$ cat src/rtl/seg7_scan_driver.sv
// Time-multiplexed 7-segment driver: binary value in over valid/ready, serial
// double-dabble to BCD, atomic display-register load, continuous digit scan.

// Single digit lane: BCD nibble to active-low segment code with blank/dash overrides.
module seg7_digit_dec (
  input  logic [3:0] bcd_i,
  input  logic       blank_i,
  input  logic       dash_i,
  output logic [6:0] code_o
);
  always_comb begin
    code_o = 7'b1111111;
    if (dash_i) begin
      code_o = 7'b1111110;
    end else if (!blank_i) begin
      case (bcd_i)
        4'd0:    code_o = 7'b0000001;
        4'd1:    code_o = 7'b1001111;
        4'd2:    code_o = 7'b0010010;
        4'd3:    code_o = 7'b0000110;
        4'd4:    code_o = 7'b1001100;
        4'd5:    code_o = 7'b0100100;
        4'd6:    code_o = 7'b0100000;
        4'd7:    code_o = 7'b0001111;
        4'd8:    code_o = 7'b0000000;
        4'd9:    code_o = 7'b0001100;
        default: code_o = 7'b1111111;
      endcase
    end
  end
endmodule

module seg7_scan_driver #(
  parameter int NUM_DIGITS  = 4,
  parameter int BIN_WIDTH   = 14,
  parameter int SCAN_DIV    = 50000,
  parameter bit SEG_ACT_LOW = 1'b1,
  parameter bit AN_ACT_LOW  = 1'b1
) (
  input  logic                  clk,
  input  logic                  rst_n,
  input  logic                  value_valid,
  output logic                  value_ready,
  input  logic [BIN_WIDTH-1:0]  value,
  input  logic                  blank_lz,
  output logic                  ovf,
  output logic [6:0]            seg,
  output logic [NUM_DIGITS-1:0] an
);
  localparam int BCD_W = 4 * NUM_DIGITS;
  localparam int CNT_W = $clog2(BIN_WIDTH);
  localparam int PRE_W = (SCAN_DIV > 1) ? $clog2(SCAN_DIV) : 1;
  localparam int IDX_W = (NUM_DIGITS > 1) ? $clog2(NUM_DIGITS) : 1;
  localparam int CMP_W = (BIN_WIDTH > 32) ? BIN_WIDTH : 32;
  localparam logic [CMP_W-1:0] MAX_DEC = CMP_W'(10 ** NUM_DIGITS - 1);

  typedef enum logic [1:0] {IDLE, CONV, LOAD} state_e;

  state_e                        state_q, state_d;
  logic                          ready_q, ready_d;
  logic [CNT_W-1:0]              cnt_q, cnt_d;
  logic [BIN_WIDTH-1:0]          shreg_q, shreg_d;
  logic [BCD_W-1:0]              bcd_q, bcd_d, bcd_adj;
  logic                          blz_q, blz_d;
  logic                          ovf_cap_q, ovf_cap_d;
  logic                          load_en;

  logic [NUM_DIGITS-1:0][6:0]    disp_q, code_nxt;
  logic                          ovf_q;
  logic [NUM_DIGITS:1]           zero_up;
  logic [NUM_DIGITS-1:0]         lane_blank;

  logic [PRE_W-1:0]              presc_q, presc_d;
  logic [IDX_W-1:0]              idx_q, idx_d;
  logic                          wrap;
  logic [NUM_DIGITS-1:0]         onehot;
  logic [6:0]                    seg_q;
  logic [NUM_DIGITS-1:0]         an_q;

  // ---------------- conversion FSM ----------------
  for (genvar d = 0; d < NUM_DIGITS; d++) begin : g_adj
    assign bcd_adj[4*d +: 4] = (bcd_q[4*d +: 4] >= 4'd5) ? bcd_q[4*d +: 4] + 4'd3
                                                           : bcd_q[4*d +: 4];
  end

  always_comb begin
    state_d   = state_q;
    cnt_d     = cnt_q;
    shreg_d   = shreg_q;
    bcd_d     = bcd_q;
    blz_d     = blz_q;
    ovf_cap_d = ovf_cap_q;
    load_en   = 1'b0;
    case (state_q)
      IDLE: begin
        if (value_valid && ready_q) begin
          state_d   = CONV;
          shreg_d   = value;
          bcd_d     = '0;
          cnt_d     = CNT_W'(BIN_WIDTH - 1);
          blz_d     = blank_lz;
          ovf_cap_d = CMP_W'(value) > MAX_DEC;
        end
      end
      CONV: begin
        // Top adjusted bit falls off: only matters when the value overflows the digits.
        bcd_d   = BCD_W'({bcd_adj, shreg_q[BIN_WIDTH-1]});
        shreg_d = shreg_q << 1;
        if (cnt_q == '0) state_d = LOAD;
        else             cnt_d   = cnt_q - 1'b1;
      end
      LOAD: begin
        state_d = IDLE;
        load_en = 1'b1;
      end
      default: state_d = IDLE;
    endcase
    ready_d = (state_d == IDLE);
  end

  always_ff @(posedge clk) begin
    if (!rst_n) begin
      state_q   <= IDLE;
      ready_q   <= 1'b0;
      cnt_q     <= '0;
      shreg_q   <= '0;
      bcd_q     <= '0;
      blz_q     <= 1'b0;
      ovf_cap_q <= 1'b0;
    end else begin
      state_q   <= state_d;
      ready_q   <= ready_d;
      cnt_q     <= cnt_d;
      shreg_q   <= shreg_d;
      bcd_q     <= bcd_d;
      blz_q     <= blz_d;
      ovf_cap_q <= ovf_cap_d;
    end
  end

  // ---------------- display register ----------------
  assign zero_up[NUM_DIGITS] = 1'b1;
  for (genvar d = 0; d < NUM_DIGITS; d++) begin : g_lane
    if (d == 0) begin : g_lsd
      assign lane_blank[d] = 1'b0;
    end else begin : g_msd
      if (d < NUM_DIGITS - 1) begin : g_chain
        assign zero_up[d] = zero_up[d+1] & (bcd_q[4*d +: 4] == 4'd0);
      end else begin : g_top
        assign zero_up[d] = (bcd_q[4*d +: 4] == 4'd0);
      end
      assign lane_blank[d] = blz_q & zero_up[d];
    end
    seg7_digit_dec u_dec (
      .bcd_i   (bcd_q[4*d +: 4]),
      .blank_i (lane_blank[d]),
      .dash_i  (ovf_cap_q),
      .code_o  (code_nxt[d])
    );
  end

  always_ff @(posedge clk) begin
    if (!rst_n) begin
      disp_q <= {NUM_DIGITS{7'b1111111}};
      ovf_q  <= 1'b0;
    end else if (load_en) begin
      disp_q <= code_nxt;
      ovf_q  <= ovf_cap_q;
    end
  end

  // ---------------- scanning ----------------
  always_comb begin
    wrap    = (presc_q == PRE_W'(SCAN_DIV - 1));
    presc_d = wrap ? '0 : presc_q + 1'b1;
    idx_d   = idx_q;
    if (wrap) idx_d = (idx_q == IDX_W'(NUM_DIGITS - 1)) ? '0 : idx_q + 1'b1;
    onehot        = '0;
    onehot[idx_q] = 1'b1;
  end

  always_ff @(posedge clk) begin
    if (!rst_n) begin
      presc_q <= '0;
      idx_q   <= '0;
      seg_q   <= SEG_ACT_LOW ? 7'b1111111 : 7'b0000000;
      an_q    <= AN_ACT_LOW ? {NUM_DIGITS{1'b1}} : {NUM_DIGITS{1'b0}};
    end else begin
      presc_q <= presc_d;
      idx_q   <= idx_d;
      seg_q   <= SEG_ACT_LOW ? disp_q[idx_q] : ~disp_q[idx_q];
      an_q    <= AN_ACT_LOW ? ~onehot : onehot;
    end
  end

  assign value_ready = ready_q;
  assign ovf         = ovf_q;
  assign seg         = seg_q;
  assign an          = an_q;
endmodule
$ cat config.mk
export PLATFORM = sky130hd
export DESIGN_NAME = seg7_scan_driver
export DESIGN_NICKNAME = d
export VERILOG_FILES = /design/src/rtl/seg7_scan_driver.sv
export SDC_FILE = /design/constraint.sdc
export NUM_CORES = 1
export LEC_CHECK = 0
export ABC_AREA = 1
export BUFFER_PORTS_ARGS = -buffer_cell sky130_fd_sc_hd__clkbuf_2
export CORE_MARGIN = 2
export CORE_UTILIZATION = 45
export CTS_CLUSTER_SIZE = 30
export DETAILED_ROUTE_END_ITERATION = 12
export PLACE_DENSITY_LB_ADDON = 0.08
export SYNTH_ARGS = -nofsm -noshare
export SYNTH_HDL_FRONTEND = slang
export SYNTH_SLANG_ARGS = --single-unit
$ cat constraint.sdc
create_clock -name clk -period 2.6 [get_ports clk]
set_clock_uncertainty 0.1 [all_clocks]
set_input_delay 0 -clock clk [delete_from_list [all_inputs] [get_ports clk]]
set_output_delay 0 -clock clk [all_outputs]
set_load 0.05 [all_outputs]
==> metrics.cfg <==
[place]
place_congestion = 0.8517
post-dp-hpwl_um = 8857
port-buffer-count = 30
placement_stage_cell_area_um2 = 6232
worst_slack_placed_ns = 0.2613

[layout]
final_core_utilization_pct = 54.83
final_nets = 880
drive_above_1_share_pct = 15.59
layout.cell_area.non_filler_um2 = 6975
flow.area_growth_from_synthesis_pct = 17.77
antenna-diode-count = 0

[clocking]
clk_latency_ns = 0.42
post_cts_resize_count = 0
clockBufferDepth = 2
cts_tree = built
worst_setup_hold_path_clk_slew_ns = 0.06
cts_buffers = 17
cts_max_level = 4
cts_sinks = 125
cts-root-buf = sky130_fd_sc_hd__clkbuf_16

[drt]
firstDrtPassIters = 4
final_antenna_net_count = 0
routedWlPerCell_um = 12.64
routed_wirelength_um = 12710
initialDrtViolationCount = 356
drt_drc_violations_left = 0
route.detailed.vias_per_inst = 4.987
route.vias.total = 5017

[floorplanning]
floorplan.initialDensity_pct = 46.56
std_cell_rows = 41
core_area_um2 = 12720
die_h_um = 118.7
ios = 31
dieArea_um2 = 14100
chipWidth_um = 118.7

[logic_synthesis]
yosys.cell_types.count = 41
avgSynthCellArea_um2 = 7.723
synthesized_net_count = 826
ys.warnings.count = 0
synth_seq_cells = 125
ys_seq_area_share_pct = 42.25
synth_cells = 767
post_synthesis_instance_area_um2 = 5923

[global_routing]
track_usage_pct = 18.95
number_of_global_route_vias_before_repair = 4709
grt_max_degree = 32
grt_pass1_wl_um = 21540
grt_antenna_before_repair = 0
grt-ovfl-total = 0

[setup_path]
critPathArrivalTime_ns = 2.64
path_max_fanout = 5
timing.critical_path.required_ns = 2.87
end_kind = flip-flop
critical_path.startpoint_type = flip-flop
setup.reg_to_reg.worst_slack_ns = 0.23
timing_worst_setup_path_type = flip-flop to flip-flop

[run_status]
outcome = completed

[power]
max-vdd-ir-drop_mv = 0.4910
areal_power_density_over_the_cells_nw_per_um2 = 662.7
power.static_leakage_nw = 3.215

[hold_path]
hold_path_class = primary input to flip-flop

[sta]
final.setup.worst_slack_ns = 0.2279
timing.slew.headroom_pct = 67.96
period_needed_ns = 2.372
whs_ns = 0.2647
final_worst_path_period_share_pct = 91.23
report.final.setup_viol = 0
finalMaxSlewViolations = 0
hold_viol_final = 0
fmax_mhz = 421.6
rsz0062_at_grt = false
timing_worst_slew_pin_value_ns = 0.4774
setup-tns-final_ns = 0

[job]
maxCapViolations = 0

==> per-stage QoR <==
step / std cells / power, mW
4_1_cts: 1006 / 4.665
2_1_floorplan: 767 / 2.328
5_1_grt: 1006 / 4.814
3_5_place_dp: 955 / 2.415
6_report: 1006 / 4.623
3_3_place_gp: 955 / 2.406
==> layer usage <==
| layer | wire (um) | track usage [%] | up-vias |
|---|---|---|---|
| li1 | - | - | 2641 |
| met1 | 6242 | 24.55 | 2260 |
| met2 | 5775 | 29.85 | 96 |
| met3 | 476 | 5.454 | 20 |
| met4 | 218 | 7.143 | 0 |
| met5 | 0 | 0 | - |
==> logic make-up (layout without fill, tap and decap cells) <==
logic type / after synthesis / in the layout / share of synthesized area, %
xor+xnor: 5 / 5 / 0.7393
buf+inv: 102 / 169 / 7.076
compound gates: 123 / 123 / 12.72
simple gates: 371 / 371 / 28.56
flops: 125 / 125 / 42.25
fa+ha+maj: 41 / 41 / 8.661
==> worst max-delay path, stage by stage (launching register included) <==
cell                       delay [ns]
sky130_fd_sc_hd__dfxtp_1         0.40
sky130_fd_sc_hd__inv_1           0.11
sky130_fd_sc_hd__ha_1            0.24
sky130_fd_sc_hd__inv_1           0.06
sky130_fd_sc_hd__nand2_1         0.07
sky130_fd_sc_hd__nand3_1         0.13
sky130_fd_sc_hd__nand3_1         0.17
sky130_fd_sc_hd__a21oi_2         0.26
sky130_fd_sc_hd__inv_1           0.13
sky130_fd_sc_hd__ha_1            0.32
sky130_fd_sc_hd__nand3b_1        0.15
sky130_fd_sc_hd__nand2_1         0.08
sky130_fd_sc_hd__nand2_1         0.05
sky130_fd_sc_hd__nand2_1         0.06
==> placed cells by master, fill, tap and decap left out, types with 9 or more instances in the layout <==
cell type and count:
sky130_fd_sc_hd__nand2_1 210, sky130_fd_sc_hd__dfxtp_1 125, sky130_fd_sc_hd__inv_1 69, sky130_fd_sc_hd__nand3_1 46, sky130_fd_sc_hd__ha_1 41, sky130_fd_sc_hd__nor2_1 38
sky130_fd_sc_hd__o21ai_0 34, sky130_fd_sc_hd__clkbuf_2 29, sky130_fd_sc_hd__o22ai_1 24, sky130_fd_sc_hd__nand2_2 21, sky130_fd_sc_hd__a21oi_1 20, sky130_fd_sc_hd__dlygate4sd3_1 19
sky130_fd_sc_hd__clkbuf_16 17, sky130_fd_sc_hd__a31oi_1 15, sky130_fd_sc_hd__nand4_1 15, sky130_fd_sc_hd__o211ai_1 15, sky130_fd_sc_hd__or2_2 9, sky130_fd_sc_hd__nand3b_1 9
==> where the power goes <==
part	switching (mW)	leakage, nW	total, mW	internal, mW
logic	0.235	1.94	0.361	0.125
registers	0.0418	1.01	2.04	2.00
clock network	0.976	0.262	2.22	1.25
total	1.25	3.21	4.62	3.37
==> layout make-up <==
| cell class | instances | area (um^2) |
|---|---|---|
| fill | 1211 | 5747 |
| clock buffer | 17 | 425.4 |
| sequential | 125 | 2502 |
| clock inverter | 15 | 127.6 |
| inverter | 80 | 302.8 |
| multi-input combinational | 540 | 3002 |
| timing repair buffer | 57 | 400.4 |
| tap | 172 | 215.2 |
==> synth_stat cells (all sizes together) <==
cell	n	area [um^2]
nand2	233	942.2
dfxtp	125	2502
inv	77	289.0
nand3	48	257.8
o21ai	46	264.0
nor2	44	185.2
ha	41	513.0
o22ai	24	150.1
a21oi	22	125.1
a31oi	15	93.84
nand4	15	93.84
o211ai	15	112.6
buf	14	86.32
or2	10	62.56
nand3b	9	67.56
clkbuf	8	30.03
nor3	8	45.04
nor4	4	37.53
xor2	4	35.03
clkinv	3	13.76
a22oi	1	7.510
xnor2	1	8.760
==> repair_timing <==
action / CTS / global route
buffers inserted: 0 / 0
endpoints found under the hold margin: 28 / 0
hold buffers: 19 / 0
==> final timing paths <==
check / depth (start not counted) / endpoint / from
min reg2reg: 2 / disp_q[10]$_SDFFE_PN1N_ / flip-flop
max: 13 / flip-flop / bcd_q[4]$_SDFFE_PN0N_
min: 4 / shreg_q[3]$_SDFFE_PN0N_ / value[3]
max reg2reg: 13 / flip-flop / bcd_q[4]$_SDFFE_PN0N_
(Power assumes the default switching activity.)
